**src/rtl/alu_arbiter.sv**
```systemverilog
// alu_arbiter
// Arbitrates two requesters onto one shared 8-bit ALU. Each operation walks
// IDLE -> SETUP -> EXEC -> FLAGS -> DONE. Operands and the subtract select are
// latched when the grant is given. The ALU result is captured on EXEC exit.
// The carry and zero flags are captured on FLAGS exit.
//
// Configuration macro: ALU_ARBITER_ROUND_ROBIN_EN
//   defined   : round-robin arbitration; the pointer updates in DONE
//   undefined : fixed priority; requester 0 wins a tie
//
// Ports
//   i_clk, i_reset              clock, synchronous active-high reset
//   i_req0/1, i_sub0/1          per-requester request and add/subtract select
//   i_a0/i_b0, i_a1/i_b1        per-requester operands
//   i_bus, i_flag_c, i_flag_z   ALU result bus and flags
//   o_data_a, o_data_b          operands driven to the ALU
//   o_alu_subtract              ALU subtract select
//   o_alu_read_n                active-low ALU result read enable
//   o_alu_read_flags_n          active-low ALU flag read enable
//   o_grant0/1                  requester owns the ALU (one-hot or zero)
//   o_done0/1                   one-cycle result-valid pulse
//   o_result, o_carry, o_zero   last captured result and flags
module alu_arbiter (
    input  logic       i_clk,
    input  logic       i_reset,
    input  logic       i_req0,
    input  logic       i_req1,
    input  logic       i_sub0,
    input  logic       i_sub1,
    input  logic [7:0] i_a0,
    input  logic [7:0] i_b0,
    input  logic [7:0] i_a1,
    input  logic [7:0] i_b1,
    input  logic [7:0] i_bus,
    input  logic       i_flag_c,
    input  logic       i_flag_z,
    output logic [7:0] o_data_a,
    output logic [7:0] o_data_b,
    output logic       o_alu_subtract,
    output logic       o_alu_read_n,
    output logic       o_alu_read_flags_n,
    output logic       o_grant0,
    output logic       o_grant1,
    output logic       o_done0,
    output logic       o_done1,
    output logic [7:0] o_result,
    output logic       o_carry,
    output logic       o_zero
);

    typedef enum logic [2:0] {
        ST_IDLE  = 3'd0,
        ST_SETUP = 3'd1,
        ST_EXEC  = 3'd2,
        ST_FLAGS = 3'd3,
        ST_DONE  = 3'd4
    } state_t;

    state_t     state_reg, state_next;
    logic       owner_reg;          // requester that owns the current operation
    logic       pick1;              // requester 1 wins the arbitration this cycle
    logic [7:0] data_a_reg, data_b_reg, result_reg;
    logic       sub_reg, carry_reg, zero_reg;
    logic       busy, in_done;
    logic [1:0] grant_vec, done_vec;

`ifdef ALU_ARBITER_ROUND_ROBIN_EN
    // prio_reg names the requester that wins the next tie. It points away
    // from the requester that was served last.
    logic prio_reg;

    always_ff @(posedge i_clk) begin
        if (i_reset) begin
            prio_reg <= 1'b0;
        end else if (state_reg == ST_DONE) begin
            prio_reg <= ~owner_reg;
        end
    end

    assign pick1 = i_req1 & (~i_req0 | prio_reg);
`else
    assign pick1 = i_req1 & ~i_req0;
`endif

    // State register
    always_ff @(posedge i_clk) begin
        if (i_reset) begin
            state_reg <= ST_IDLE;
        end else begin
            state_reg <= state_next;
        end
    end

    // Next-state logic
    always_comb begin
        state_next = state_reg;
        case (state_reg)
            ST_IDLE:  if (i_req0 | i_req1) state_next = ST_SETUP;
            ST_SETUP: state_next = ST_EXEC;
            ST_EXEC:  state_next = ST_FLAGS;
            ST_FLAGS: state_next = ST_DONE;
            ST_DONE:  state_next = ST_IDLE;
            default:  state_next = ST_IDLE;
        endcase
    end

    // Output decode
    always_comb begin
        busy               = 1'b0;
        in_done            = 1'b0;
        o_alu_read_n       = 1'b1;
        o_alu_read_flags_n = 1'b1;
        case (state_reg)
            ST_SETUP: busy = 1'b1;
            ST_EXEC: begin
                busy         = 1'b1;
                o_alu_read_n = 1'b0;
            end
            ST_FLAGS: begin
                busy               = 1'b1;
                o_alu_read_flags_n = 1'b0;
            end
            ST_DONE: begin
                busy    = 1'b1;
                in_done = 1'b1;
            end
            default: ;
        endcase
    end

    // The grant covers SETUP through DONE. It is derived from the state and the
    // owner, so it cannot outlive the operation or survive a reset.
    generate
        for (genvar gi = 0; gi < 2; gi++) begin : g_port
            assign grant_vec[gi] = busy    & (owner_reg == 1'(gi));
            assign done_vec[gi]  = in_done & (owner_reg == 1'(gi));
        end
    endgenerate

    assign o_grant0 = grant_vec[0];
    assign o_grant1 = grant_vec[1];
    assign o_done0  = done_vec[0];
    assign o_done1  = done_vec[1];

    // Datapath: latch at grant, capture result and flags on the read-cycle exits
    always_ff @(posedge i_clk) begin
        if (i_reset) begin
            owner_reg  <= 1'b0;
            data_a_reg <= 8'h00;
            data_b_reg <= 8'h00;
            sub_reg    <= 1'b0;
            result_reg <= 8'h00;
            carry_reg  <= 1'b0;
            zero_reg   <= 1'b0;
        end else begin
            case (state_reg)
                ST_IDLE: begin
                    if (i_req0 | i_req1) begin
                        owner_reg  <= pick1;
                        data_a_reg <= pick1 ? i_a1 : i_a0;
                        data_b_reg <= pick1 ? i_b1 : i_b0;
                        sub_reg    <= pick1 ? i_sub1 : i_sub0;
                    end
                end
                ST_EXEC: result_reg <= i_bus;
                ST_FLAGS: begin
                    carry_reg <= i_flag_c;
                    zero_reg  <= i_flag_z;
                end
                default: ;
            endcase
        end
    end

    assign o_data_a       = data_a_reg;
    assign o_data_b       = data_b_reg;
    assign o_alu_subtract = sub_reg;
    assign o_result       = result_reg;
    assign o_carry        = carry_reg;
    assign o_zero         = zero_reg;

endmodule

```
**config.mk**
```make
export PLATFORM = sky130hd
export DESIGN_NAME = alu_arbiter
export DESIGN_NICKNAME = d
export VERILOG_FILES = /design/src/rtl/alu_arbiter.sv
export SDC_FILE = /design/constraint.sdc
export NUM_CORES = 1
export LEC_CHECK = 0
export ABC_AREA = 0
export BUFFER_PORTS_ARGS = -buffer_cell sky130_fd_sc_hd__buf_2
export CORE_MARGIN = 5
export CORE_UTILIZATION = 45
export CTS_CLUSTER_SIZE = 24
export DETAILED_ROUTE_END_ITERATION = 12
export GPL_TIMING_DRIVEN = 0
export PLACE_DENSITY = 0.81
export SYNTH_ARGS = -nofsm -noshare
export SYNTH_HDL_FRONTEND = slang
export SYNTH_SLANG_ARGS = --single-unit
```
**constraint.sdc**
```tcl
create_clock -name i_clk -period 2.8 [get_ports i_clk]
set_clock_uncertainty 0.2 [all_clocks]
set_input_delay 0.28 -clock i_clk [delete_from_list [all_inputs] [get_ports i_clk]]
set_output_delay 0.28 -clock i_clk [all_outputs]
set_load 0.02 [all_outputs]
```
* Yosys cells after proc, flatten, opt, wreduce, memory -nomap -nowiden *
Index checks and enable logic that the tools add are counted.

cells by class
  eq/ne operators = 5
  muxes and demuxes = 9
  bitwise gates (word level) = 8
  reduce and logical (&&, ||, !) cells = 3

operators by type and width
  kind                                           number
  2-to-1 mux 8 bit                               2
  case mux 3 bit (4 select lines)                1
  == test 3 x 2 -> 1 bit, second input constant  2
  bitwise AND 1 bit                              5
  2-to-1 mux 1 bit                               5
  OR reduction 4 bit                             1
  == test 3 x 1 -> 1 bit, second input constant  1
  == test 3 bit, second input constant           1
  zero test 3 bit                                1
  2-to-1 mux 3 bit                               1
  != test 2 bit, second input constant           1
  inverter 1 bit                                 2
  AND reduction 2 bit                            1
  bitwise OR 1 bit                               1

storage, ports and cells
  bits in registers = 31
  input bits = 48
  output and inout bits = 33
  logic and storage cells = 33

* Longest topological paths before layout *
Gate-level depths: netlist (run 1).

  word-level depth = 4
  mapped depth = 6
  mapped depth without buffers = 3

* Least setup slack after synthesis (run 1) *
Ideal clock, no wire load.

  kind = reg2out
  from = register state_reg[0]
  to = output port o_done0
  data arrival time = 1211 ps
  required time = 2320 ps
  path slack = 1109 ps
  cell stages (with the launch flop) = 3
  path buffers = 1
  path through = dfxtp_1 > buf_2 > nor4b_1

on the way
  cells in the longest elaborated chain, start to end = 3

RTL lines
  item                    line  RTL
  start, declared         59    state_t state_reg, state_next;
  start signal, assigned  90    state_reg <= state_next;
  == test 3 bit           113   case (state_reg)
  2-to-1 mux 1 bit        113
  bitwise AND 1 bit       136   assign done_vec[gi] = in_done & (owner_reg == 1'(gi));
  end, declared           44    output logic o_done0,

Every way passes these cells.

* Final worst setup path (run 1) *
  from = register state_reg[1]
  to = output port o_alu_read_n

on the way
  cells in the longest elaborated chain, start to end = 2

RTL lines
  item                    line  RTL
  == test 3 x 2 -> 1 bit  113
  2-to-1 mux 1 bit        113
  end, declared           40    output logic o_alu_read_n,

Every way passes these cells.

==> results of run 1 <==
[routing by layer]
metal | track usage, % | vias up
li1 | - | 699
met1 | 18.6 | 619
met2 | 30.9 | 60
met3 | 6.75 | 7
met4 | 9.14 | 0
met5 | 0 | -
[critical path, stage by stage, from the launching register on]
cell and delay, ns:
dfxtp_1 0.31, buf_2 0.20, nor3b_1 0.20, buf_2 0.29
inv_1 0.06, buf_2 0.16
[area by class of cell]
type	count	area, µm²	area share [%]
multi-input combinational	92	706	33.6
sequential	31	621	29.6
timing repair buffer	92	520	24.8
buffer	15	108	5.13
tap	44	55.1	2.62
clock buffer	6	51.3	2.44
clock inverter	2	35.0	1.67
inverter	1	3.75	0.179
[metrics by stage]
step           utilization [%]  std cells
2_1_floorplan                -        139
3_3_place_gp              62.0        263
3_5_place_dp              62.0        263
4_1_cts                   68.8        283
5_1_grt                   68.8        283
6_report                  68.8        283
[Yosys cell counts, drive strengths merged]
library cell,instances
and3,1
o21ai,1
nor4,1
nor3,3
nor4b,1
mux2i,27
inv,1
and2,1
buf,12
or3,1
nand2,2
dfxtp,31
nor3b,1
a21oi,18
nor4bb,1
clkbuf,3
xnor2,1
nand3b,1
nor2b,1
a211oi,18
nor2,12
or2,1
[kinds of logic (layout without fill, tap and decap cells)]
| logic type | Yosys count | in the layout |
|---|---|---|
| mux | 27 | 27 |
| xor+xnor | 1 | 1 |
| buf+inv | 16 | 116 |
| compound gates | 37 | 37 |
| flops | 31 | 31 |
| simple gates | 27 | 27 |
[power by group]
group | switching [mW] | internal [mW]
combinational | 0.223 | 0.178
clock | 0.155 | 0.211
sequential | 0.0238 | 0.493
[placed cells by master (no fill, tap or decap)]
cell           synthesis  routed
a211oi_1               8       8
a211oi_2              10      10
a21oi_1               18      18
and2_4                 1       1
and3_1                 1       1
buf_1                  1       1
buf_12                 1       1
buf_2                  4      84
buf_4                  4       4
buf_6                  2       2
bufinv_16              0       1
clkbuf_1               3       3
clkbuf_4               0       5
clkbuf_8               0       1
clkinv_2               0       1
dfxtp_1               31      31
dlygate4sd3_1          0      12
inv_1                  1       1
mux2i_1               27      27
nand2_1                2       2
nand3b_1               1       1
nor2_1                12      12
nor2b_1                1       1
nor3_1                 2       2
nor3_2                 1       1
nor3b_1                1       1
nor4_1                 1       1
nor4b_1                1       1
nor4bb_1               1       1
o21ai_0                1       1
or2_1                  1       1
or3_1                  1       1
xnor2_1                1       1
[worst max path at each step]
stage | cells past startpoint | endpoint | slack, ns
floorplan | 2 | o_done0 | 1.11
global placement | 4 | o_grant1 | 1.16
detailed placement | 6 | o_data_a[2] | 1.12
CTS | 5 | o_alu_read_n | 0.74
global route | 5 | o_alu_read_n | 0.60
finish | 5 | o_alu_read_n | 0.76
==> results.json, run 1 <==
{
  "fmax_ghz": 0.491,
  "ys_seq_area_share_pct": 43.2,
  "rsz0062_at_grt": "no",
  "clkSlewWorstSetupHoldPaths_ns": 0.10,
  "synth.area.mux_share_pct": 18.8,
  "preCtsSetupSlack_ns": 1.12,
  "route.detailed.drc": 0,
  "cts_tree": "yes",
  "cts_hold_buf": 12,
  "synth_nets": 187,
  "synth_xor_area_share_pct": 0.609,
  "clock-sinks": 31,
  "synth_top_area_cell": "dfxtp_1",
  "grt.overflow.total": 0,
  "finalPower_mw": 1.28,
  "die_y_um": 66.5,
  "synth.distinct_cells": 28,
  "syn_inst": 139,
  "slew_violations": 0,
  "wl_met3_um": 386,
  "die_area_mm2": 0.00442,
  "met1_length_mm": 1.51,
  "cts_buffers": 5,
  "cp_max_fo": 10,
  "critical_path_class": "reg2out",
  "r2r-end": "o_data_a[2]",
  "cts-root-buf": "clkbuf_4",
  "antenna_found_initial": 0,
  "ys_ff_latch": 31,
  "reg2reg_slack_ns": 1.18,
  "dp_hpwl_mm": 2.67,
  "grt_use_total_pct": 17.8,
  "synth_fa_ha_area_share_pct": 0,
  "final_area_mm2": 0.00210,
  "tightestPinTransition_ns": 0.597,
  "yosys.area_share.simple_pct": 10.2,
  "grt_pass1_wl_mm": 5.94,
  "crit_path_end_kind": "primary output",
  "cts-htree-levels": 2,
  "hp-class": "in2reg",
  "cts_setup_buffers": 0,
  "synth_area_per_cell_um2": 10.3,
  "worst_slack_ns": 0.763,
  "vias": 1385,
  "ys_warn_count": 0,
  "drtIter0Drc": 58,
  "peakVddDrop_v": 0.000285,
  "reg2reg_from": "state_reg[2]",
  "io_buffers": 80,
  "core-area_mm2": 0.00305,
  "finalWirelength_mm": 3.68,
  "hold_viol": 0,
  "hold_ws_ns": 0.0757,
  "max-slew-margin-rel_pct": 60.2,
  "cellPowerDensity_mw_per_mm2": 611,
  "synth_compound_area_share_pct": 19.5,
  "crit_start": "state_reg[1]",
  "yosysTopAreaCellShare_pct": 43.2,
  "ios": 81,
  "p_leak_nw": 0.986,
  "tns_ns": 0,
  "drive_above_1_share_pct": 46.4,
  "ff2ff_path_depth": 6,
  "clockBufferDepth": 2,
  "dr.pass1.iters": 4,
  "wl_met2_mm": 1.70,
  "clkLatencyLatePin_ns": 0.34,
  "top_layer": "met4",
  "vias_per_cell": 4.89,
  "cp-start-kind": "flip-flop",
  "rows": 20,
  "min_period_over_period_pct": 72.8,
  "crit_arrival_ns": 1.56,
  "setup_viol": 0,
  "grt_pass1_vias": 1395,
  "ys_top_cells_by_area": "dfxtp_1 (43%), mux2i_1 (19%), a211oi_2 (8.7%), a21oi_1 (6.3%), a211oi_1 (4.2%)",
  "start_util_pct": 47.1,
  "holdPathEnd": "o_data_b[5]",
  "placed_cell_area_mm2": 0.00189,
  "outcome": "completed",
  "place_congestion": 0.709,
  "synth_top_family_by_area": "compound AO/OA/AOI/OAI gates",
  "area_delta_synth_final_pct": 46.0,
  "layout.nets": 286,
  "required_ns": 2.32,
  "hold_path_depth": 3,
  "avgRoutedWirePerCell_um": 13.0,
  "fp.dieW_um": 66.5,
  "diodes": 0,
  "synth_area_mm2": 0.00144,
  "maxCapViolCount": 0,
  "ant_nets": 0,
  "num-fill-cells": 260,
  "period_needed_ns": 2.04,
  "hold_path.startpoint": "i_b0[5]",
  "cts_resized": 0,
  "grt_max_degree": 11
}
Power figures use the tool's default switching activity.
==> run 2: changes to the inputs <==
Settings changed: ABC_AREA 0 to 1, CORE_UTILIZATION 45 to 40, PLACE_DENSITY 0.81 to 0.75.
Clock period 2.8 ns to 1.8 ns, I/O delays scaled along.
==> run 2 against run 1 <==
Compared with the run above:
- register-to-register slack worse by 0.86 ns
- total power is 70% higher
- worst hold slack worse by 0.063 ns
- sequential power is 62% higher
- first-iteration DRC count is 1.7% higher
==> results.json, run 2 <==
{
  "dp_hpwl_mm": 3.00,
  "p_leak_nw": 1.25,
  "drive_above_1_share_pct": 31.7,
  "cts_buffers": 5,
  "setup_viol": 0,
  "syn_inst": 242,
  "min_period_over_period_pct": 94.6,
  "ys_ff_latch": 31,
  "required_ns": 1.42,
  "synthFlopType": "dfxtp_1",
  "critical_path_class": "reg2out",
  "core-area_mm2": 0.00366,
  "synth_area_per_cell_um2": 6.29,
  "io_buffers": 80,
  "grt.overflow.total": 0,
  "ys_seq_area_share_pct": 40.8,
  "yosysMostFrequentCell": "nand2_1",
  "yosysTopAreaCellShare_pct": 40.8,
  "ys_top_cells_by_area": "dfxtp_1 (41%), nand2_1 (25%), nor2_1 (11%), inv_1 (5.9%), a21oi_1 (3.6%)",
  "slew_violations": 0,
  "layout_common_cells": "nand2_1 (101), buf_2 (80), nor2_1 (43)",
  "hold_viol": 0,
  "synth_common_cells": "nand2_1 (102), nor2_1 (43), dfxtp_1 (31)",
  "grt_max_degree": 11,
  "cellPowerDensity_mw_per_mm2": 988,
  "cp_max_fo": 10,
  "crit_arrival_ns": 1.32,
  "final_area_mm2": 0.00221,
  "synth_top_area_cell": "dfxtp_1",
  "avgRoutedWirePerCell_um": 11.0,
  "die_area_mm2": 0.00514,
  "preCtsSetupSlack_ns": 0.226,
  "post-route-util_pct": 60.5,
  "route.detailed.drc": 0,
  "maxCapViolCount": 0,
  "synth.distinct_cells": 17,
  "cts-root-buf": "clkbuf_8",
  "vias_per_cell": 4.44,
  "crit_path_end_kind": "primary output",
  "rows": 22,
  "cp-start-kind": "flip-flop",
  "ios": 81,
  "layout.nets": 388,
  "ys_warn_count": 0,
  "tightestPinTransition_ns": 0.460,
  "clock-sinks": 31,
  "clkLatencyLatePin_ns": 0.27,
  "tns_ns": 0,
  "final_common_cell": "nand2_1",
  "synth_edf_count": 0,
  "fp.dieW_um": 71.7,
  "max-slew-margin-rel_pct": 69.3,
  "antenna_found_initial": 0,
  "ant_nets": 0,
  "cts_tree": "yes",
  "async_flop_share_pct": 0,
  "grt_pass1_wl_mm": 6.91,
  "area_delta_synth_final_pct": 45.5,
  "outcome": "completed",
  "synth_area_mm2": 0.00152,
  "rsz0062_at_grt": "no",
  "diodes": 0,
  "vias": 1727,
  "placed_cell_area_mm2": 0.00198,
  "synth_nets": 290,
  "clockBufferDepth": 2,
  "fmax_ghz": 0.588,
  "die_y_um": 71.7,
  "hp-class": "in2reg",
  "clkSlewWorstSetupHoldPaths_ns": 0.06,
  "place_congestion": 0.785,
  "start_util_pct": 41.6,
  "period_needed_ns": 1.70,
  "grt_use_total_pct": 16.9,
  "num-fill-cells": 366,
  "grt_pass1_vias": 1567,
  "dr.pass1.iters": 4,
  "finalWirelength_mm": 4.28,
  "worst_slack_ns": 0.0981,
  "peakVddDrop_v": 0.000575,
  "cts-htree-levels": 2,
  "drtIter0Drc": 59
}
-- run 2: changes by cell type after synthesis, moves of 7 or more --
cell / before / now
nor2_1: 12 / 43
a211oi_1: 8 / 0
inv_1: 1 / 24
a21oi_1: 18 / 11
mux2i_1: 27 / 0
nand2_1: 2 / 102
nand4_1: 0 / 8
a211oi_2: 10 / 0
-- run 2: where the power goes --
part           switching [mW]  internal [mW]
registers              0.0501          0.789
logic                   0.465          0.296
clock network           0.240          0.348
total                   0.755           1.43
-- run 2: logic make-up (layout without fill, tap and decap cells) --
family / after synthesis / in the layout / share of synthesized area, %
and+or+nand+nor: 161 / 161 / 43.8
AOI/OAI and AO/OA: 13 / 13 / 4.28
buffers and inverters: 37 / 136 / 11.1
DFF: 31 / 31 / 40.8
-- run 2: path summary, 6_finish.rpt --
kind | start | endpoint | slack (ns) | depth (start not counted)
setup / recovery | state_reg[0] | o_grant1 | 0.1 | 8
hold / removal | i_b1[5] | o_data_b[5] | 0.01 | 5
setup reg to reg | state_reg[0] | o_data_a[4] | 0.32 | 6
hold reg to reg | o_result[4] | o_result[4] | 0.26 | 2
-- run 2: critical path, cell delays in order, from the launching register on --
cell     delay [ns]
dfxtp_4        0.35
inv_1          0.06
buf_6          0.14
nor2_1         0.10
nand2_1        0.09
nand3_2        0.08
nand2_1        0.05
inv_1          0.05
buf_4          0.13
-- run 2: final cells by class --
type | instances | area (µm²) | area share (%)
clock buffer | 8 | 100 | 4.52
sequential | 31 | 626 | 28.3
multi-input combinational | 174 | 739 | 33.4
tap | 48 | 60.1 | 2.71
inverter | 26 | 97.6 | 4.41
buffer | 11 | 77.6 | 3.50
timing repair buffer | 91 | 513 | 23.2
-- run 2: repair_timing --
item,4_1_cts,5_1_grt
endpoints found under the setup margin,2,2
endpoints found under the hold margin,10,0
setup buffers,0,1
resized for setup,4,5
hold buffers,10,0
-- run 2: layer usage --
metal  global-route usage, %  share of wire, %
met1                    20.7                43
met2                    27.8                48
met3                    4.77               7.9
met4                    7.31               1.7
met5                       0                 0
-- run 2: per-stage QoR --
step | hold WS, ns | total power, mW | instances
floorplan | 0.115 | 1.34 | 242
CTS | 0.0131 | 2.19 | 388
global route | 0.0290 | 2.34 | 389
finish | 0.0127 | 2.19 | 389
detailed placement | 0.213 | 1.57 | 370
global placement | 0.203 | 1.56 | 370
